File: src/rtl/fifo_arb_pkg.sv
// Shared definitions for the FIFO write arbiter: state encoding and stall counter width.
package fifo_arb_pkg;

    typedef enum logic {
        ARB_IDLE  = 1'b0,
        ARB_BURST = 1'b1
    } arb_state_t;

    localparam int STALL_CW = 16;

endpackage

File: src/rtl/fifo_wr_arbiter_rr_pick.sv
// Round-robin first-set search.
// Returns the first asserted request at or after ptr, wrapping modulo NREQ.
module rr_pick #(
    parameter int NREQ = 4,
    parameter int IW   = $clog2(NREQ)
) (
    input  logic [NREQ-1:0] req,
    input  logic [IW-1:0]   ptr,
    output logic [IW-1:0]   idx,
    output logic            valid
);

    logic [IW-1:0] cand;

    // Walk offsets from far to near so the nearest set bit after ptr is the last one written.
    always_comb begin
        idx   = '0;
        valid = 1'b0;
        cand  = '0;
        for (int i = NREQ - 1; i >= 0; i--) begin
            cand = IW'((int'(ptr) + i) % NREQ);
            if (req[cand]) begin
                idx   = cand;
                valid = 1'b1;
            end
        end
    end

endmodule

File: src/rtl/fifo_wr_arbiter.sv
// Round-robin write arbiter sharing one FIFO write port among NREQ requesters.
// A granted requester writes up to MAXBURST words, throttled by F_FullN, before
// ownership rotates. Every new grant costs one IDLE arbitration cycle.
// Optional build macro FIFO_WR_ARB_STALL_CNT_EN adds a saturating StallCnt output
// that counts cycles where the owner wanted to write but the FIFO was full.
module fifo_wr_arbiter
    import fifo_arb_pkg::*;
#(
    parameter int NREQ     = 4,
    parameter int DWIDTH   = 32,
    parameter int MAXBURST = 4
) (
    input  logic                     Clk,
    input  logic                     RstN,
    input  logic [NREQ-1:0]          ReqN,
    input  logic [NREQ*DWIDTH-1:0]   ReqData,
    input  logic                     ClrN,
    input  logic                     F_FullN,
    output logic [NREQ-1:0]          GntN,
    output logic                     FInN,
    output logic [DWIDTH-1:0]        Data_In,
    output logic                     FClrN,
`ifdef FIFO_WR_ARB_STALL_CNT_EN
    output logic [STALL_CW-1:0]      StallCnt,
`endif
    output logic                     Busy
);

    localparam int OW = $clog2(NREQ);
    localparam int BW = $clog2(MAXBURST) + 1;
    localparam logic [OW-1:0] LAST_IDX  = OW'(NREQ - 1);
    localparam logic [BW-1:0] LAST_BEAT = BW'(MAXBURST - 1);

    arb_state_t    state, state_nx;
    logic [OW-1:0] owner, owner_nx;
    logic [OW-1:0] rr_ptr, rr_ptr_nx;
    logic [BW-1:0] beat_cnt, beat_cnt_nx;

    logic          wr_ok;
    logic [OW-1:0] pick_idx;
    logic          pick_valid;

    rr_pick #(
        .NREQ (NREQ),
        .IW   (OW)
    ) u_rr_pick (
        .req   (~ReqN),
        .ptr   (rr_ptr),
        .idx   (pick_idx),
        .valid (pick_valid)
    );

    assign Data_In = ReqData[owner*DWIDTH +: DWIDTH];
    assign FClrN   = ClrN;
    assign FInN    = ~wr_ok;
    assign Busy    = (state == ARB_BURST);

    // A word moves only when the owner is requesting, the FIFO has room and no clear is pending.
    always_comb begin
        wr_ok = (state == ARB_BURST) && !ReqN[owner] && F_FullN && ClrN;
    end

    // Only the owner's accept strobe can go low, and only on a real write.
    always_comb begin
        GntN        = '1;
        GntN[owner] = ~wr_ok;
    end

    // State, ownership, rotation pointer and beat counter registers.
    always_ff @(posedge Clk or negedge RstN) begin
        if (!RstN) begin
            state    <= ARB_IDLE;
            owner    <= '0;
            rr_ptr   <= '0;
            beat_cnt <= '0;
        end else begin
            state    <= state_nx;
            owner    <= owner_nx;
            rr_ptr   <= rr_ptr_nx;
            beat_cnt <= beat_cnt_nx;
        end
    end

    // Arbitration in IDLE, burst accounting and release detection in BURST; clear wins over both.
    always_comb begin
        state_nx    = state;
        owner_nx    = owner;
        rr_ptr_nx   = rr_ptr;
        beat_cnt_nx = beat_cnt;
        if (!ClrN) begin
            state_nx    = ARB_IDLE;
            beat_cnt_nx = '0;
            rr_ptr_nx   = '0;
        end else begin
            case (state)
                ARB_IDLE: begin
                    if (pick_valid) begin
                        owner_nx    = pick_idx;
                        beat_cnt_nx = '0;
                        state_nx    = ARB_BURST;
                    end
                end
                ARB_BURST: begin
                    if (wr_ok) begin
                        beat_cnt_nx = beat_cnt + BW'(1);
                    end
                    if ((wr_ok && (beat_cnt == LAST_BEAT)) || ReqN[owner]) begin
                        state_nx  = ARB_IDLE;
                        rr_ptr_nx = (owner == LAST_IDX) ? '0 : owner + OW'(1);
                    end
                end
                default: begin
                    state_nx = ARB_IDLE;
                end
            endcase
        end
    end

`ifdef FIFO_WR_ARB_STALL_CNT_EN
    // Count owner cycles blocked by a full FIFO, saturating rather than wrapping.
    always_ff @(posedge Clk or negedge RstN) begin
        if (!RstN) begin
            StallCnt <= '0;
        end else if (!ClrN) begin
            StallCnt <= '0;
        end else if ((state == ARB_BURST) && !ReqN[owner] && !F_FullN && (StallCnt != '1)) begin
            StallCnt <= StallCnt + STALL_CW'(1);
        end
    end
`endif

endmodule

File: config.mk
export PLATFORM = sky130hd
export DESIGN_NAME = fifo_wr_arbiter
export DESIGN_NICKNAME = d
export VERILOG_FILES = /design/src/rtl/fifo_arb_pkg.sv /design/src/rtl/fifo_wr_arbiter_rr_pick.sv /design/src/rtl/fifo_wr_arbiter.sv
export SDC_FILE = /design/constraint.sdc
export NUM_CORES = 1
export LEC_CHECK = 0
export CAP_MARGIN = 40
export CELL_PAD_IN_SITES_DETAIL_PLACEMENT = 1
export CELL_PAD_IN_SITES_GLOBAL_PLACEMENT = 1
export CORE_MARGIN = 2
export CORE_UTILIZATION = 17
export DETAILED_ROUTE_END_ITERATION = 12
export GPL_TIMING_DRIVEN = 1
export PLACE_DENSITY_LB_ADDON = 0.1
export SYNTH_ARGS = -nofsm -noshare
export SYNTH_HDL_FRONTEND = slang
export SYNTH_SLANG_ARGS = --single-unit
File: constraint.sdc
create_clock -name Clk -period 2.2 [get_ports Clk]
set_input_delay 0.44 -clock Clk [delete_from_list [all_inputs] [get_ports Clk]]
set_output_delay 0.44 -clock Clk [all_outputs]
set_load 0.02 [all_outputs]
# Word level (Yosys, flattened, before mapping)
# Cells that the tools add are included.
[totals]
regBits = 8
in_bits = 136
elab_cells = 69
[op_classes]
n_addsub = 5
magnitude_cmp = 6
n_eq_ne = 6
shifts = 1
muxes = 32
n_bitwise = 5
n_reduce_logical = 10
[ops]
columns = ["cell", "count"]
rows = [
  ["$shiftx 128x8->32", 1],
  ["$mux 2", 8],
  ["$lt 2x3->1 const B", 5],
  ["$mux 1", 13],
  ["$bmux 1 s2", 5],
  ["$mux 3", 3],
  ["$not 4->4", 2],
  ["$pmux 3 s2", 1],
  ["$logic_and 1x1->1", 5],
  ["$add 2x1->2 const B", 2],
  ["$add 2x2->2 const B", 2],
  ["$ne 2x1->1 const B", 2],
  ["$or 4x4->4", 1],
  ["$reduce_and 2->1", 2],
  ["$add 3x1->3 const B", 1],
  ["$eq 3x2->1 const B", 1],
  ["$ne 3x2->1 const B", 1],
  ["$ne 3x3->1 const B", 1],
  ["$reduce_and 3->1", 1],
  ["$demux 1 s2", 1],
  ["$eq 2x2->1 const B", 1],
  ["$ge 2x1->1 const B", 1],
  ["$not 1->1", 2],
  ["$pmux 1 s2", 1],
  ["other kinds (2)", 2],
]

# Depth between registers and ports, before layout
[logic_depth]
word_depth = 11
ltp_mapped = 6
ltp_nobuf = 5

# Hierarchy
# From an unflattened synthesis, not the netlist that was laid out.
[unflattened]
cells_unflattened = 118
hier_area_um2 = 1450.1
[modules_own_cells]
columns = ["mod", "instances", "cells_each", "area_per_inst_um2", "seq_area_each_um2"]
rows = [
  ["fifo_wr_arbiter", 1, 105, 1372.6, 200.2],
  ["rr_pick", 1, 13, 77.6, 0.0],
]

# Least setup slack after synthesis
# No wires, ideal clock.
[synth_path]
path_kind = "register to output"
from = "register owner[0]"
to = "output port Data_In[0]"
t_arrival_ps = 1420
required_time_ps = 1760
setup_slack_ps = 340
stages_incl_launch_ff = 4
cell_sequence = "dfrtp_1 > buf_6 > buf_2 > mux4_2"
[synth_between]
elab_chain_len = 1
[synth_rtl]
columns = ["element", "line_no", "text"]
rows = [
  ["from (decl)", "fifo_wr_arbiter.sv:35", "logic [OW-1:0] owner, owner_nx;"],
  ["from (signal assigned)", "fifo_wr_arbiter.sv:78", "owner <= owner_nx;"],
  ["$shiftx 128x8->32", "fifo_wr_arbiter.sv:53", "assign Data_In = ReqData[owner*DWIDTH +: DWIDTH];"],
  ["to (decl)", "fifo_wr_arbiter.sv:21", "output logic [DWIDTH-1:0] Data_In,"],
]
# Every way passes these cells.

# Worst setup path after layout
[layout_path]
from = "register owner[0]"
to = "output port Data_In[6]"
# Same word-level chain as after synthesis.

==> results.json <==
{
  "status": "finished with violations",
  "violations": "negative setup slack",
  "crit_buf_inv": 2,
  "ys_ff_latch": 8,
  "power_frac_seq_pct": 9.3,
  "layout_common_cells": "clkdlybuf4s50_1, mux4_2, dlygate4sd2_1",
  "dp_hpwl_mm": 6.54,
  "drive_above_1_share_pct": 29.8,
  "rsz0062_at_grt": "yes",
  "syn_inst": 106,
  "drt_iter0_markers": 33,
  "holdCritPathClass": "input port to asynchronous set/reset pin",
  "ant_nets": 0,
  "min_period_over_period_pct": 102,
  "worst_slew_pin_slew_ns": 0.384,
  "path_max_fanout": 16,
  "postSynthAreaPerCell_sq_um": 13.0,
  "start_util_pct": 17.7,
  "cts_hold_buf": 0,
  "maxCapViolCount": 0,
  "dp_slack_ns": -0.532,
  "syn2layout_area_growth_pct": 149,
  "yosysUniqueCellTypes": 31,
  "diodes": 0,
  "dieWidth_microns": 93.9,
  "root_buffer": "clkbuf_8",
  "post-route-util_pct": 44.0,
  "routed_wl_mm": 7.79,
  "crit_family": "buffers and inverters",
  "dr.pass1.iters": 4,
  "grtUsageMet1_pct": 20.4,
  "netlist_area_sq_mm": 0.00137,
  "via_per_inst": 4.40,
  "clockBufferDepth": 2,
  "grt_usage_pct": 16.3,
  "yosysWarnings": 0,
  "met3_usage_pct": 4.49,
  "avgRoutedWirePerCell_microns": 19.8,
  "io_buffers": 174,
  "switchingPower_uw": 891,
  "ioPinCount": 175,
  "ys_top_cells_by_area": "mux4_2, dfrtp_1, ha_1, nand2_1, mux2i_1",
  "start_kind": "flop",
  "grt_pass1_vias": 1771,
  "layout_setup_ws_ns": -0.0338,
  "cp_cell_sequence": "bufbuf_16 > mux4_2 > dlygate4sd2_1",
  "routabilityCongestion": 0.772,
  "ys_seq_area_share_pct": 14.6,
  "grtUsageMet2_pct": 29.3,
  "finalCriticalPeriod_ns": 2.23,
  "skew_ns": 0.00209,
  "worstPathArrival_ns": 1.79,
  "grt.busiest_layer": "met2",
  "final_nets": 435,
  "end_kind": "primary output",
  "cts_buffers": 3,
  "crit_required_ns": 1.76,
  "swShare_pct": 39.9,
  "setup_violations": 18,
  "final_common_cell": "clkdlybuf4s50_1",
  "powerDensity_mw_per_mm2": 653,
  "seqCellArea_sq_um": 201,
  "clockPowerShare_pct": 8.3,
  "path_class": "flop to primary output",
  "power_leakage_nw": 1.34,
  "clk_pin_slew_ns": 0.04,
  "synth_nets": 248,
  "route.detailed.drc": 0,
  "combPwrFrac_pct": 82.5,
  "cpPeakStageDelay_ns": 0.51,
  "slew_violations": 0,
  "yosysTopAreaCell": "mux4_2",
  "multi_input_area_sq_mm": 0.00110,
  "ir_drop_v": 0.000408,
  "synth_top_area_share_pct": 52.5,
  "r2r_start": "owner[0]",
  "die_area_sq_mm": 0.00882,
  "max_freq_mhz": 448,
  "numClockSinks": 8,
  "fill_cells": 842,
  "rows": 32,
  "routed-via-count": 1734,
  "antenna_found_initial": 0,
  "grt_pass1_wl_mm": 10.9,
  "core_sq_mm": 0.00777,
  "relSlewSlack_pct": 74.3,
  "power.internal_mw": 1.34,
  "cp-startpoint": "owner[0]",
  "critPathSlowestCell": "mux4_2",
  "grt_max_degree": 20,
  "hold_viol_final": 0,
  "cts_tree": "yes",
  "holdWs_ns": 0.498,
  "clock_latency_ns": 0.23,
  "h-tree-depth": 1,
  "overflow": 0,
  "die_h_microns": 93.9
}
==> power by group through the flow <==
stage	clock (mW)	combinational [mW]	sequential [mW]
after global placement	0	1.86	0.217
after CTS	0.190	1.86	0.207
final	0.184	1.84	0.207
after global routing	0.203	1.96	0.212
after detailed placement	0	1.86	0.215
after floorplan	0	1.02	0.202
==> flip-flops by register name (all words and copies together), names as in the netlist <==
name and flops:
Busy 1, beat_cnt 3, owner 2, rr_ptr 2
==> cell usage after synthesis, drive strengths merged <==
| master | instances |
|---|---|
| mux2i | 4 |
| o22ai | 2 |
| nor3 | 1 |
| mux2 | 3 |
| dfrtp | 8 |
| and3 | 3 |
| nand3 | 2 |
| mux4 | 32 |
| nand2b | 1 |
| and4 | 2 |
| o221ai | 1 |
| a22o | 1 |
| a41oi | 1 |
| nand4b | 1 |
| buf | 7 |
| nor2b | 1 |
| clkbuf | 3 |
| nand2 | 13 |
| a21oi | 1 |
| o21ai | 4 |
| a21boi | 1 |
| ha | 6 |
| inv | 7 |
| nor2 | 1 |
==> path summary, 6_finish.rpt <==
path                            depth (start not counted)  slack [ns]     endpoint
worst min register to register                          1        0.50  beat_cnt[0]
worst max-delay path                                    3       -0.03   Data_In[6]
min in group Clk                                        1        0.50  beat_cnt[0]
worst max register to register                          8        0.34  beat_cnt[0]
worst min-delay path                                    1        0.50    rr_ptr[0]
max in group asynchronous                               1        1.40     owner[0]
==> routing by layer <==
metal	vias to the layer above	routed length, microns
met5	-	0
met4	0	14
met3	2	721
met2	81	3980
met1	838	3070
li1	813	-
==> cells by family (layout without fill, tap and decap cells) <==
logic type      Yosys count  count (layout)  synth area share (%)
compound gates           11              11                  5.19
fa+ha+maj                 6               6                  5.46
buf+inv                  17             203                  5.83
flops                     8               8                  14.6
mux                      39              39                  59.3
simple gates             25              25                  9.65
==> stage by stage <==
step | std cells | setup TNS, ns | cell area (sq um) | power (mW)
after floorplan | 106 | 0 | 1370 | 1.22
after global placement | 385 | -5.36 | 3300 | 2.07
after detailed placement | 385 | -5.79 | 3300 | 2.07
after CTS | 392 | -0.609 | 3420 | 2.25
after global routing | 394 | -1.60 | 3420 | 2.38
final | 394 | -0.327 | 3420 | 2.23
==> cell type report <==
class	instances	area share, %
sequential	8	5.89
clock buffer	4	1.32
multi-input combinational	81	32.3
inverter	7	0.769
tap	102	3.73
timing repair buffer	192	56.0
==> repair_timing <==
action                                  CTS  global route
buffers inserted                          2             1
cloned                                    1             1
pin swaps                                 5             1
gates resized for setup                 101             8
endpoints found under the setup margin   37            38
Power figures use the tool's default switching activity.
